$ cat config.mk
export PLATFORM = sky130hd
export DESIGN_NAME = bram_fifo_ctrl
export DESIGN_NICKNAME = d
export VERILOG_FILES = /design/src/rtl/bram_fifo_ctrl.sv
export SDC_FILE = /design/constraint.sdc
export NUM_CORES = 1
export LEC_CHECK = 0
export ABC_AREA = 1
export BUFFER_PORTS_ARGS = -buffer_cell sky130_fd_sc_hd__buf_4
export CAP_MARGIN = 20
export CELL_PAD_IN_SITES_DETAIL_PLACEMENT = 0
export CELL_PAD_IN_SITES_GLOBAL_PLACEMENT = 1
export CORE_UTILIZATION = 37
export DETAILED_ROUTE_END_ITERATION = 7
export PLACE_DENSITY_LB_ADDON = 0.1
export SLEW_MARGIN = 20
export SYNTH_ARGS = -nofsm -noshare
export SYNTH_HDL_FRONTEND = slang
export SYNTH_SLANG_ARGS = --single-unit
export TNS_END_PERCENT = 30
$ cat constraint.sdc
create_clock -name aclk -period 3.6 [get_ports aclk]
set_input_delay 0.36 -clock aclk [delete_from_list [all_inputs] [get_ports aclk]]
set_output_delay 0.36 -clock aclk [all_outputs]
set_load 0.005 [all_outputs]
$ cat src/rtl/bram_fifo_ctrl.sv
// FIFO controller in front of a dual-port block RAM with 1-cycle read latency.
// A 2-entry skid buffer provides a show-ahead output. Optional level flags: BRAM_FIFO_LEVEL_FLAGS_EN.
module bram_fifo_ctrl #(
   parameter int ADDR_WIDTH    = 3,
   parameter int DATA_WIDTH    = 8,
   parameter int AFULL_THRESH  = 2**ADDR_WIDTH - 2,
   parameter int AEMPTY_THRESH = 1
) (
   input  logic                  aclk,
   input  logic                  aresetn,
   input  logic                  in_valid,
   output logic                  in_ready,
   input  logic [DATA_WIDTH-1:0] in_data,
   output logic                  out_valid,
   input  logic                  out_ready,
   output logic [DATA_WIDTH-1:0] out_data,
   output logic                  ram_wren,
   output logic [ADDR_WIDTH-1:0] ram_wraddr,
   output logic [DATA_WIDTH-1:0] ram_wrdata,
   output logic                  ram_rden,
   output logic [ADDR_WIDTH-1:0] ram_rdaddr,
   input  logic [DATA_WIDTH-1:0] ram_rddata,
   output logic [ADDR_WIDTH+1:0] level,
   output logic                  almost_full,
   output logic                  almost_empty
);

   localparam logic [ADDR_WIDTH:0] DEPTH = (ADDR_WIDTH+1)'(2**ADDR_WIDTH);

   logic                  active;
   logic [ADDR_WIDTH-1:0] wr_ptr;
   logic [ADDR_WIDTH-1:0] rd_ptr;
   logic [ADDR_WIDTH:0]   ram_cnt;
   logic [ADDR_WIDTH:0]   ram_cnt_nxt;
   logic                  inflight;
   logic [1:0]            skid_cnt;
   logic [1:0]            skid_cnt_nxt;
   logic [DATA_WIDTH-1:0] skid0;
   logic [DATA_WIDTH-1:0] skid0_nxt;
   logic [DATA_WIDTH-1:0] skid1;
   logic [DATA_WIDTH-1:0] skid1_nxt;
   logic [2:0]            occ_after_pop;
   logic                  push;
   logic                  pop;

   // in_ready stays low while reset is held and for the first edge after release.
   assign in_ready   = active & (ram_cnt != DEPTH);
   assign push       = in_valid & in_ready;
   assign out_valid  = (skid_cnt != 2'd0);
   assign pop        = out_valid & out_ready;
   assign out_data   = skid0;

   assign ram_wren   = push;
   assign ram_wraddr = wr_ptr;
   assign ram_wrdata = in_data;

   // Prefetch only while the skid buffer plus the word in flight leaves room.
   assign occ_after_pop = {1'b0, skid_cnt} + {2'b00, inflight} - {2'b00, pop};
   assign ram_rden      = (ram_cnt != '0) & (occ_after_pop < 3'd2);
   assign ram_rdaddr    = rd_ptr;

   assign ram_cnt_nxt = ram_cnt + (ADDR_WIDTH+1)'(push) - (ADDR_WIDTH+1)'(ram_rden);
   assign level       = (ADDR_WIDTH+2)'(ram_cnt) + (ADDR_WIDTH+2)'(inflight)
                      + (ADDR_WIDTH+2)'(skid_cnt);

   always_comb begin
      skid_cnt_nxt = skid_cnt;
      skid0_nxt    = skid0;
      skid1_nxt    = skid1;
      case (skid_cnt)
         2'd0: begin
            if (inflight) begin
               skid0_nxt    = ram_rddata;
               skid_cnt_nxt = 2'd1;
            end
         end
         2'd1: begin
            if (inflight && pop) begin
               skid0_nxt = ram_rddata;
            end else if (inflight) begin
               skid1_nxt    = ram_rddata;
               skid_cnt_nxt = 2'd2;
            end else if (pop) begin
               skid_cnt_nxt = 2'd0;
            end
         end
         default: begin
            if (pop) begin
               skid0_nxt = skid1;
               if (inflight) begin
                  skid1_nxt = ram_rddata;
               end else begin
                  skid_cnt_nxt = 2'd1;
               end
            end
         end
      endcase
   end

   always_ff @(posedge aclk or negedge aresetn) begin
      if (!aresetn) begin
         active   <= 1'b0;
         wr_ptr   <= '0;
         rd_ptr   <= '0;
         ram_cnt  <= '0;
         inflight <= 1'b0;
         skid_cnt <= 2'd0;
         skid0    <= '0;
      end else begin
         active   <= 1'b1;
         if (push)     wr_ptr <= wr_ptr + 1'b1;
         if (ram_rden) rd_ptr <= rd_ptr + 1'b1;
         ram_cnt  <= ram_cnt_nxt;
         inflight <= ram_rden;
         skid_cnt <= skid_cnt_nxt;
         skid0    <= skid0_nxt;
      end
   end

   // Second skid slot is only ever read once skid_cnt says it is valid.
   always_ff @(posedge aclk) begin
      skid1 <= skid1_nxt;
   end

`ifdef BRAM_FIFO_LEVEL_FLAGS_EN
   logic [ADDR_WIDTH+1:0] level_nxt;

   assign level_nxt = (ADDR_WIDTH+2)'(ram_cnt_nxt) + (ADDR_WIDTH+2)'(ram_rden)
                    + (ADDR_WIDTH+2)'(skid_cnt_nxt);

   always_ff @(posedge aclk or negedge aresetn) begin
      if (!aresetn) begin
         almost_full  <= 1'b0;
         almost_empty <= 1'b1;
      end else begin
         almost_full  <= (int'(level_nxt) >= AFULL_THRESH);
         almost_empty <= (int'(level_nxt) <= AEMPTY_THRESH);
      end
   end
`else
   assign almost_full  = 1'b0;
   assign almost_empty = 1'b0;
`endif

endmodule

Word level (Yosys, flattened, before mapping)
Index checks and enable logic that the tools add are counted.

storage, ports and cells
  bits in registers = 30
  input port bits = 20
  output and inout bits = 33
  word-level logic and storage cells = 53

operators by class
  $add $sub $neg = 8
  $lt $le $gt $ge = 1
  equality and inequality tests = 7
  muxes and demuxes = 15
  bitwise operators = 5
  reduce and logical (&&, ||, !) cells = 9

operators with widths
  kind                                                   count
  two-way mux 8 bit                                      6
  one-hot mux 8 bit (2 select lines)                     2
  two-way mux 2 bit                                      6
  adder 3 x 1 -> 3 bit, second input constant            2
  inequality test 2 bit, second input constant           3
  AND reduction 3 bit                                    2
  adder 4 x 1 -> 5 bit                                   1
  adder 5 x 2 -> 5 bit                                   1
  AND reduction 5 bit                                    1
  adder 4 x 1 -> 4 bit                                   1
  AND 1 bit                                              4
  inequality test 4 bit, second input constant           1
  one-hot mux 2 bit (2 select lines)                     1
  nonzero test 2 bit                                     2
  nonzero test 4 bit                                     1
  subtractor 4 x 1 -> 4 bit                              1
  adder 2 x 1 -> 3 bit                                   1
  < comparator 3 x 2 -> 1 bit, second input constant     1
  inequality test 3 x 1 -> 1 bit, second input constant  1
  inequality test 3 bit, second input constant           1
  nonzero test 3 bit                                     1
  subtractor 3 x 1 -> 3 bit                              1
  equality test 2 x 1 -> 1 bit, second input constant    1
  zero test 2 bit                                        1
  other kinds (2)                                        2

Longest topological paths before layout
  word-level depth = 6
  depth in mapped cells = 15
  depth with buffers taken out = 14

Worst setup path after synthesis
OpenSTA, ideal clock, no wires.

  path type = register to register
  start = register skid_cnt[1]
  end = register ram_cnt[2]
  setup time = 0.123 ns
  arrival time = 2.711 ns
  data required time = 3.477 ns
  path slack = 0.766 ns
  stages on the path, launching flop included = 15
  buffers on the path = 1
  period minus slack after synthesis = 2.834 ns
  cell sequence = dfrtp_1 -> buf_2 -> nand2_1 -> nand2_1 -> nand3_1 -> fa_1 -> nor2_1 -> inv_1 -> nand3_2 -> inv_1 -> ha_1 -> inv_1 -> ha_1 -> fa_1 -> xor2_1

on the way
  word-level cells in the longest chain between the ends = 6
  elaborated cells on any way between the ends = 7
  those cells by class = add/sub (3); order compare (1); bitwise (2); reduce/logical (1)

ends and longest elaborated chain
  item                                                          RTL line  source
  start: declaration                                            36        logic [1:0] skid_cnt;
  start signal: assignment                                      115       skid_cnt <= skid_cnt_nxt;
  branches (longest 2 deep; another with adder 2 x 1 -> 3 bit)  -
  subtractor 3 x 1 -> 3 bit *                                   58        assign occ_after_pop = {1'b0, skid_cnt} + {2'b00, inflight} - {2'b00, pop};
  < comparator 3 x 2 -> 1 bit *                                 59        assign ram_rden = (ram_cnt != '0) & (occ_after_pop < 3'd2);
  AND 1 bit *                                                   59
  via ram_rden                                                  20        output logic ram_rden,
  subtractor 4 x 1 -> 4 bit *                                   62        assign ram_cnt_nxt = ram_cnt + (ADDR_WIDTH+1)'(push) - (ADDR_WIDTH+1)'(ram_rden);
  via ram_cnt_nxt[2]                                            34        logic [ADDR_WIDTH:0] ram_cnt_nxt;
  end signal: assignment                                        113       ram_cnt <= ram_cnt_nxt;
  end: declaration                                              33        logic [ADDR_WIDTH:0] ram_cnt;

Mark *: on every way through the listed nets, which the timed path passes.
A chain may end at the register's enable or synchronous reset.

Worst setup path in the final report
  start = register skid_cnt[1]
  end = register ram_cnt[2]

on the way
  word-level cells in the longest chain between the ends = 6
  elaborated cells on any way between the ends = 7
  those cells by class = add/sub (3); order compare (1); bitwise (2); reduce/logical (1)

ends and longest elaborated chain
  item                                                          RTL line
  branches (longest 2 deep; another with adder 2 x 1 -> 3 bit)  -
  subtractor 3 x 1 -> 3 bit *                                   58
  < comparator 3 x 2 -> 1 bit *                                 59
  AND 1 bit *                                                   59
  subtractor 4 x 1 -> 4 bit *                                   62
  via ram_cnt_nxt[2]                                            34

Marked as above.

==> results_dict.tcl <==
set metrics [dict create \
    crit_fanout 11 \
    die_x_um 69.39 \
    cpPeakStageDelay_ps 580 \
    synthCells 192 \
    synth_common_cells "nand2_1, dfrtp_1, inv_1, nand3_1" \
    powerDensity_nw_per_um2 996.1 \
    hold_path_startpoint "ram_rddata[7]" \
    rows 24 \
    viasPerCell 4.726 \
    hold_violations 0 \
    seq_power_share_pct 31.1 \
    clk_pin_slew_worst_paths_ps 70 \
    swShare_pct 42.35 \
    ys_ff_latch 30 \
    min_path_type "input pin to register" \
    syn_avg_cell_area_um2 8.752 \
    postCtsResizedCells 0 \
    first_pass_iters 4 \
    crit_path_top_delay_cell "dfrtp_1" \
    grt-ovfl-total 0 \
    yosys.area.top_type_share_pct 32.76 \
    relSlewSlack_pct 44.67 \
    grt_max_degree 23 \
    clockBufferDepth 2 \
    core_um2 4354 \
    synth-seq-area-share_pct 47.06 \
    switchingPower_w 0.0008482 \
    leakage_nw 1.083 \
    synth_area_leader_cell "dfrtp_1" \
    r2r_start "skid_cnt[1]" \
    syn_area_um2 1680 \
    setup_tns_ps 0 \
    grt_pass1_wl_um 5871 \
    die_h_um 69.39 \
    pwr-share-clk_pct 12.6 \
    synth_flop_cell "dfrtp_1" \
    rsz0062_at_grt "false" \
    numCtsBuffers 5 \
    place_congestion 0.8004 \
    antenna_found_initial 0 \
    avgRoutedWirePerCell_um 12.47 \
    regToRegEndpoint "ram_cnt[2]" \
    drt_iter0_drc 57 \
    grt_pass1_vias 1274 \
    cp_common_cell "inv_1" \
    seq_area_um2 790.8 \
    n_antenna_cell 0 \
    wirelength_um 3453 \
    port_buffers 34 \
    multi_input_area_um2 719.4 \
    fin_crit_sh_pct 79.83 \
    intPower_w 0.001155 \
    fillers 443 \
    postPlaceCellArea_um2 1921 \
    critical_path.endpoint_type "register" \
    num-nets-final 258 \
    worstSetupPathType "register to register" \
    final_area_um2 2011 \
    fmaxAchievable_ghz 0.3480 \
    r2r_cells 13 \
    startpoint_type "register" \
    critPathArrivalTime_ps 3040 \
    crit_buf_inv 3 \
    hold_depth 1 \
    p_total_w 0.002003 \
    status "complete, no violations" \
    required_ps 3760 \
    final_max_slew_viol_count 0 \
    clkLatencyLatePin_ps 280 \
    hold_path_end "skid1[7]" \
    start_util_pct 38.59 \
    period_needed_ps 2874 \
    worstPathCellList "nand2_1, nand2_1, nand3_1, fa_1, nor2_1, inv_1, nand3_2, inv_1, ha_1, inv_1, ha_1, fa_1, xor2_1" \
    cp_top_family "adder cells" \
    synth_edf_count 8 \
    combPwrFrac_pct 56.3 \
    die_area_um2 4815 \
    ant_nets 0 \
    ys_top_cells_by_area "dfrtp_1, nand2_1, edfxtp_1, ha_1, fa_1" \
    ys_async_sr_fraction_pct 73.33 \
    cts_max_level 2 \
    worst_pin_slew_ps 829.9 \
    vias 1309 \
    area_growth_pct 19.66 \
    yosysWarningCount 0 \
    post-dp-hpwl_um 2561 \
    cts_root_buffer "clkbuf_8" \
    ys_types 22 \
    cts_tree "done" \
    cts.sinks 30 \
    setup_viol 0 \
    maxCapViolCount 0 \
    irDropWorstVdd_uv 584.6 \
    r2r_setup_slack_ps 730 \
    groute.usage.overall_pct 16.01 \
    pin_count 53 \
    clock-skew-final_ps 5.337 \
    layout-drive-gt1-share_pct 20.44 \
    synthMostInstantiatedCell "nand2_1" \
    drc 0 \
]
==> power by group through the flow <==
stage	combinational (W)	clock, W	sequential, W
6_report	0.00113	0.000252	0.000623
5_1_grt	0.00131	0.000282	0.000646
4_1_cts	0.00115	0.000264	0.000626
3_5_place_dp	0.00114	0	0.000633
3_3_place_gp	0.00113	0	0.000626
2_1_floorplan	0.000715	0	0.000611
==> how the worst max path moves through the flow <==
stage                           start  cells past startpoint  slack (ps)          to
after floorplan           skid_cnt[1]                     14         770  ram_cnt[2]
after global placement    skid_cnt[1]                     13         770  ram_cnt[2]
after detailed placement  skid_cnt[1]                     13         700  ram_cnt[2]
after CTS                 skid_cnt[1]                     13         690  ram_cnt[2]
after global routing      skid_cnt[1]                     13         480  ram_cnt[2]
final                     skid_cnt[1]                     13         730  ram_cnt[2]
==> layout make-up <==
class	instances	share of cell area [%]
clock inverters	3	0.5600
multi-input cells	129	35.78
clock buffers	5	3.423
well taps	52	3.236
repair buffers	36	13.57
inverters	22	4.107
flip-flops and latches	30	39.33
==> state kept, by name, summed over array words and instances, names as in the netlist <==
register and flops:
out_data 8, ram_wraddr 3, ram_rdaddr 3, active 1, skid1 8, inflight 1
skid_cnt 2, ram_cnt 4
==> cell families (layout without fill, tap and decap cells) <==
logic type / count (synthesis) / in the layout / share of synthesized area, %
flip-flops: 30 / 30 / 47.06
AO/OA/AOI/OAI: 14 / 14 / 4.691
adder cells (fa/ha/maj): 14 / 14 / 12.21
XOR/XNOR: 5 / 5 / 2.606
AND/OR/NAND/NOR: 93 / 93 / 22.64
buffers and inverters: 34 / 66 / 10.35
other: 2 / 3 / 0.4469
==> layout by cell type (no fill, tap or decap) <==
master,n
nor2_2,3
clkbuf_8,5
dfrtp_1,22
a21oi_2,1
a21boi_0,1
edfxtp_1,8
xor2_1,4
a21oi_1,2
conb_1,3
clkinv_1,3
fa_1,4
ha_1,10
nand3_2,1
nand3_1,14
nor2_1,7
inv_1,21
inv_2,1
buf_4,35
o211ai_1,1
xnor2_1,1
nand2_1,68
dlygate4sd3_1,1
o21ai_0,9
==> worst reg2reg max path: stages (launching register included) <==
cell and delay, ps:
dfrtp_1 580, nand2_1 150, nand2_1 90, nand3_1 80, fa_1 430, nor2_1 160
inv_1 60, nand3_2 100, inv_1 80, ha_1 270, inv_1 40, ha_1 190
fa_1 380, xor2_1 150
==> what timing repair did <==
action | CTS | global route
hold buffers | 1 | 0
hold endpoints to repair | 22 | 0
buffers inserted | 0 | 0
==> per-stage QoR <==
step	utilization [%]	hold slack, ps	setup slack, ps	std cells
finish	46.18	260.1	726.1	277
detailed placement	44.11	280.0	702.8	268
CTS	46.18	251.8	692.9	277
global route	46.18	246.5	479.6	277
global placement	44.11	272.7	768.8	268
floorplan	-	64.41	766.0	193
==> metal layers <==
metal | wire, um | share of wire [%] | track usage, %
met3 | 201 | 5.8 | 5.523
met2 | 1651 | 48 | 26.54
met1 | 1547 | 45 | 19.09
met5 | 0 | 0 | 0
met4 | 52 | 1.5 | 6.122
Power figures use the tool's default switching activity.
